## src/rtl/fetch_sequencer_if.sv

```systemverilog
// rtl/fetch_sequencer_if.sv - fetch-side bus: instruction memory read port and decoder link
interface fetch_sequencer_if #(
  parameter int PC_W    = 10,
  parameter int INSTR_W = 9,
  parameter int IDX_W   = 4
);
  logic [PC_W-1:0]    imem_addr;
  logic [INSTR_W-1:0] imem_rdata;
  logic [INSTR_W-1:0] instr;
  logic               instr_valid;
  logic [PC_W-1:0]    pc;
  logic               pc_jmp_en;
  logic [IDX_W-1:0]   lut_ptr;

  modport master (
    output imem_addr, instr, instr_valid, pc,
    input  imem_rdata, pc_jmp_en, lut_ptr
  );

  modport slave (
    input  imem_addr, instr, instr_valid, pc,
    output imem_rdata, pc_jmp_en, lut_ptr
  );
endinterface

```

## src/rtl/fetch_sequencer.sv

```systemverilog
// rtl/fetch_sequencer.sv - instruction fetch / PC sequencer with 16-entry jump-target LUT
module fetch_sequencer #(
  parameter int                 PC_W      = 10,
  parameter int                 INSTR_W   = 9,
  parameter int                 LUT_DEPTH = 16,
  parameter logic [INSTR_W-1:0] HALT_WORD = 9'h1FF
) (
  input  logic                         clk,
  input  logic                         rst_n,
  input  logic                         start,
  input  logic                         lut_wr_en,
  input  logic [$clog2(LUT_DEPTH)-1:0] lut_wr_idx,
  input  logic [PC_W-1:0]              lut_wr_data,
  output logic                         busy,
  output logic                         done,
  fetch_sequencer_if.master            bus
);

  typedef enum logic [1:0] {IDLE, FILL, RUN, DONE} state_t;

  state_t            state_q, state_d;
  logic [PC_W-1:0]   pc_q, pc_d;
  logic [PC_W-1:0]   addr_q, addr_d;
  logic              valid_q, valid_d;
  logic [PC_W-1:0]   lut [LUT_DEPTH];
  logic [PC_W-1:0]   jmp_target;

  // Combinational read sees the pre-write value when a write lands in the same cycle.
  assign jmp_target = lut[bus.lut_ptr];

  always_ff @(posedge clk or negedge rst_n) begin
    if (!rst_n) begin
      for (int i = 0; i < LUT_DEPTH; i++) lut[i] <= '0;
    end else if (lut_wr_en) begin
      lut[lut_wr_idx] <= lut_wr_data;
    end
  end

  always_ff @(posedge clk or negedge rst_n) begin
    if (!rst_n) begin
      state_q <= IDLE;
      pc_q    <= '0;
      addr_q  <= '0;
      valid_q <= 1'b0;
    end else begin
      state_q <= state_d;
      pc_q    <= pc_d;
      addr_q  <= addr_d;
      valid_q <= valid_d;
    end
  end

  always_comb begin
    state_d = state_q;
    pc_d    = pc_q;
    addr_d  = addr_q;
    valid_d = valid_q;
    case (state_q)
      IDLE: begin
        if (start) begin
          addr_d  = '0;
          pc_d    = '0;
          state_d = FILL;
        end
      end
      FILL: begin
        addr_d  = addr_q + PC_W'(1);
        valid_d = 1'b1;
        state_d = RUN;
      end
      RUN: begin
        if (valid_q) begin
          if (bus.imem_rdata == HALT_WORD) begin
            valid_d = 1'b0;
            state_d = DONE;
          end else if (bus.pc_jmp_en) begin
            // Drop the in-flight sequential word; FILL re-primes the read pipe.
            addr_d  = jmp_target;
            pc_d    = jmp_target;
            valid_d = 1'b0;
            state_d = FILL;
          end else begin
            addr_d = addr_q + PC_W'(1);
            pc_d   = pc_q + PC_W'(1);
          end
        end
      end
      DONE: begin
        valid_d = 1'b0;
        state_d = IDLE;
      end
      default: state_d = IDLE;
    endcase
  end

  assign busy            = (state_q == FILL) || (state_q == RUN);
  assign done            = (state_q == DONE);
  assign bus.imem_addr   = addr_q;
  assign bus.pc          = pc_q;
  assign bus.instr_valid = valid_q;
  assign bus.instr       = valid_q ? bus.imem_rdata : '0;

endmodule

```

## src/flat_wrapper.sv

```systemverilog
// flat-port wrapper written by rule: the top's interface ports become plain ports
module fetch_sequencer_flat 
#(
  parameter int                 PC_W      = 10,
  parameter int                 INSTR_W   = 9,
  parameter int                 LUT_DEPTH = 16,
  parameter logic [INSTR_W-1:0] HALT_WORD = 9'h1FF
)
  (clk, rst_n, start, lut_wr_en, lut_wr_idx, lut_wr_data, busy, done, bus_imem_addr, bus_instr, bus_instr_valid, bus_pc, bus_imem_rdata, bus_pc_jmp_en, bus_lut_ptr);
  fetch_sequencer_if #(.PC_W(PC_W), .INSTR_W(INSTR_W)) bus_i ();
  input  logic clk;
  input  logic rst_n;
  input  logic start;
  input  logic lut_wr_en;
  input  logic [$clog2(LUT_DEPTH)-1:0] lut_wr_idx;
  input  logic [PC_W-1:0] lut_wr_data;
  output logic busy;
  output logic done;
  output wire logic [$bits(bus_i.imem_addr)-1:0] bus_imem_addr;
  output wire logic [$bits(bus_i.instr)-1:0] bus_instr;
  output wire logic [$bits(bus_i.instr_valid)-1:0] bus_instr_valid;
  output wire logic [$bits(bus_i.pc)-1:0] bus_pc;
  input wire logic [$bits(bus_i.imem_rdata)-1:0] bus_imem_rdata;
  input wire logic [$bits(bus_i.pc_jmp_en)-1:0] bus_pc_jmp_en;
  input wire logic [$bits(bus_i.lut_ptr)-1:0] bus_lut_ptr;
  assign bus_imem_addr = bus_i.imem_addr;
  assign bus_instr = bus_i.instr;
  assign bus_instr_valid = bus_i.instr_valid;
  assign bus_pc = bus_i.pc;
  assign bus_i.imem_rdata = bus_imem_rdata;
  assign bus_i.pc_jmp_en = bus_pc_jmp_en;
  assign bus_i.lut_ptr = bus_lut_ptr;
  fetch_sequencer #(.PC_W(PC_W), .INSTR_W(INSTR_W), .LUT_DEPTH(LUT_DEPTH), .HALT_WORD(HALT_WORD)) u_core (.clk(clk), .rst_n(rst_n), .start(start), .lut_wr_en(lut_wr_en), .lut_wr_idx(lut_wr_idx), .lut_wr_data(lut_wr_data), .busy(busy), .done(done), .bus(bus_i));
endmodule
```

## config.mk

```make
export PLATFORM = sky130hd
export DESIGN_NAME = fetch_sequencer_flat
export DESIGN_NICKNAME = d
export VERILOG_FILES = /design/src/rtl/fetch_sequencer_if.sv /design/src/rtl/fetch_sequencer.sv /design/src/flat_wrapper.sv
export SDC_FILE = /design/constraint.sdc
export NUM_CORES = 1
export LEC_CHECK = 0
export ABC_AREA = 1
export CORE_MARGIN = 2
export CORE_UTILIZATION = 59
export CTS_CLUSTER_DIAMETER = 30
export CTS_CLUSTER_SIZE = 28
export DETAILED_ROUTE_END_ITERATION = 8
export PLACE_DENSITY = 0.8
export REMOVE_ABC_BUFFERS = 1
export SETUP_SLACK_MARGIN = 0.02
export SLEW_MARGIN = 20
export SYNTH_ARGS = -nofsm -noshare
export SYNTH_HDL_FRONTEND = slang
export SYNTH_SLANG_ARGS = --single-unit
```

## constraint.sdc

```tcl
create_clock -name clk -period 1.9 [get_ports clk]
set_clock_uncertainty 0.15 [all_clocks]
set_input_delay 0.19 -clock clk [delete_from_list [all_inputs] [get_ports clk]]
set_output_delay 0.19 -clock clk [all_outputs]
set_load 0.005 [all_outputs]
```

==> flow_summary.toml <==
[run_status]
status = "complete, no violations"

[final_layout]
drive_gt1_frac = 0.0842
design_area_mm2 = 0.0112
fin_nets = 1406
final_common_cell = "nand2_1"
fin_cells = 1594
final_cell_mix = "nand2_1, dfrtp_1, o21ai_0, inv_1, nand3_1"
diodes = 0
syn_to_final_growth_pct = 19.7

[logic_synthesis]
syn_area_mm2 = 0.00940
synth_edf_count = 0
synthCells = 1298
synthSimpleGateAreaFrac = 0.296
yosysSeqAreaShare = 0.487
synth-compound-area-share = 0.101
ys.flop_type = "dfrtp_1"
syn_avg_cell_area_um2 = 7.24
synthDistinctLibCells = 29
synth_top_family_by_area = "simple AND/OR/NAND/NOR gates"
async_flop_share = 1.00
synth.area.mux_share = 0
synth_xor_area_frac = 0.00186
synthAdderAreaFrac = 0.0107
ys_ff_latch = 183
yosys_warnings = 0

[pwr]
powerDensity_mw_per_mm2 = 1130
switching_share = 0.340
p_comb_frac = 0.298
p_seq_frac = 0.424
power.internal_mw = 8.37
p_leak_nw = 5.88
vdd_drop_max_uv = 736
clockPowerShare = 0.278
power.switching_mw = 4.30

[run]
maxCapViolations = 0

[sta]
period_minus_slack_ns = 1.89
slew_viol_final = 0
worst-slew-pin-transition_ns = 0.588
post-route-period-util = 0.992
fmax_mhz = 530
setup_tns_ns = 0
hold_violations = 0
finalSetupViolations = 0
max_slew_margin = 0.608
grt_setup_unrepaired = "yes"

[floorplanning]
rows = 46
coreArea_mm2 = 0.0157
die_h_um = 130
initial_utilization = 0.598
dieArea_mm2 = 0.0170
ios = 64
die_w_um = 130

[setup_path]
worst_setup_path_start_kind = "register"
slowest_delay_ns = 0.39
critPathBufInv = 3
required_ns = 1.56
crit_fanout = 5
critPathTopFamily = "buffers and inverters"
slowest_stage = "dfrtp_1"
crit_path_end_kind = "output pin"
worstPathArrival_ns = 1.55
r2r_setup_slack_ns = 0.04
setup.worst_path.class = "reg -> out"
cp_cell_sequence = "inv_2 -> buf_6 -> ha_4 -> dlygate4sd2_1"

[global_routing]
grt_usage = 0.308
grt_pass1_vias = 7998
grt_max_degree = 44
gr-total-overflow = 0
grt_pass1_wl_um = 40100
antenna_found_initial = 0

[placed_design]
io_buffers = 63
dp_hpwl_um = 16300
place_area_mm2 = 0.0105
dpl.cell_count = 1555
gp_congestion = 0.906

[route]
drt_wl_total_um = 25300
drtIter0Drc = 997
viasPerCell = 5.48
num_vias = 8738
wl_per_cell_um = 15.9
drc = 0
drt_pass1_iterations = 5
antenna_left = 0

[clock_tree]
cts_tree = "built"
h-tree-depth = 4
path_clk_slew_ns = 0.06
cts-root-buf = "clkbuf_16"
insertion_delay_ns = 0.44
numCtsBuffers = 17
cts_max_path_buffers = 2
clkSinkCount = 183

[min_path]
hold_class = "in -> async"
-- per-stage QoR --
step                      utilization  power [mW]  hold slack, ns  setup WS (ns)
after detailed placement        0.668        8.76         -0.0195         -0.147
after global placement          0.668        8.65         -0.0183         -0.137
after global routing            0.716        13.4           0.122        -0.0482
after floorplan                     -        7.19          -0.256        -0.0193
after CTS                       0.706        12.3          0.0856         0.0204
final                           0.716        12.7          0.0800         0.0143
-- area by class of cell --
type                       count  area [um^2]
sequential                   183         4580
fill                        1254         4460
clock buffer                  18          429
tap                          216          270
timing repair buffer         125         1300
inverter                     155          592
timing repair inverter         2         15.0
multi-input combinational    882         3920
clock inverter                13          146
-- routing by layer --
layer / global-route usage / part of all wire
met1: 0.427 / 0.42
met2: 0.478 / 0.47
met3: 0.0648 / 0.083
met4: 0.120 / 0.023
met5: 0 / 0
-- cells in the mapped netlist, types with 2 or more instances --
library cell,n,area share
nor2_1,26,0.010
nand3_1,148,0.079
clkbuf_1,48,0.019
dfrtp_1,183,0.49
nor3_1,2,0.0011
a21oi_1,7,0.0037
buf_2,19,0.010
ha_1,8,0.011
inv_2,3,0.0012
buf_6,9,0.011
inv_1,150,0.060
nand2_1,504,0.20
o21ai_1,5,0.0027
or2_2,2,0.0013
o21ai_0,170,0.091
-- final timing paths --
path / cells after the start / endpoint / from
min reg2reg: 2 / u_core.lut[62]$_DFFE_PN0P_ / u_core.lut[62]$_DFFE_PN0P_
min in group clk: 2 / u_core.lut[62]$_DFFE_PN0P_ / u_core.lut[62]$_DFFE_PN0P_
min: 2 / u_core.lut[72]$_DFFE_PN0P_ / rst_n
max reg2reg: 9 / u_core.state_q[1]$_DFFE_PN0P_ / u_core.state_q[1]$_DFFE_PN0P_
max: 4 / busy / u_core.state_q[0]$_DFFE_PN0P_
max in group asynchronous: 3 / u_core.lut[61]$_DFFE_PN0P_ / rst_n
-- timing repair --
action,4_1_cts,5_1_grt
hold buffers,1,0
gates resized for setup,7,31
buffers inserted,1,4
pin swaps,1,4
endpoints found under the setup margin,12,30
cloned,0,2
hold endpoints to repair,183,0
-- cells by family (layout without fill, tap and decap cells) --
kind of cell | after synthesis | count (layout)
AO/OA/AOI/OAI | 186 | 186
flip-flops | 183 | 183
XOR/XNOR | 2 | 2
AND/OR/NAND/NOR | 686 | 686
buffers and inverters | 233 | 313
adder cells (fa/ha/maj) | 8 | 8
-- flip-flops by register name, indices dropped and copies added (netlist names) --
name	count
u_core.bus.imem_addr	10
u_core.bus.pc	10
u_core.state_q	2
u_core.lut	160
u_core.bus.instr_valid	1
-- worst register-to-register path, cell delays in order (launching register included) --
cell	delay, ns
dfrtp_2	0.40
buf_4	0.16
ha_4	0.16
inv_1	0.09
or2_1	0.13
nand2_2	0.08
inv_2	0.12
nand2_1	0.13
o21ai_1	0.20
o31ai_1	0.10
-- power groups by stage --
stage	sequential, mW	clock (mW)	combinational, mW
after global placement	5.40	0	3.25
after CTS	5.37	3.56	3.41
after detailed placement	5.42	0	3.35
final	5.37	3.52	3.78
after global routing	5.46	3.71	4.26
after floorplan	5.30	0	1.89
Note: power is estimated with default switching activity, not from simulation.
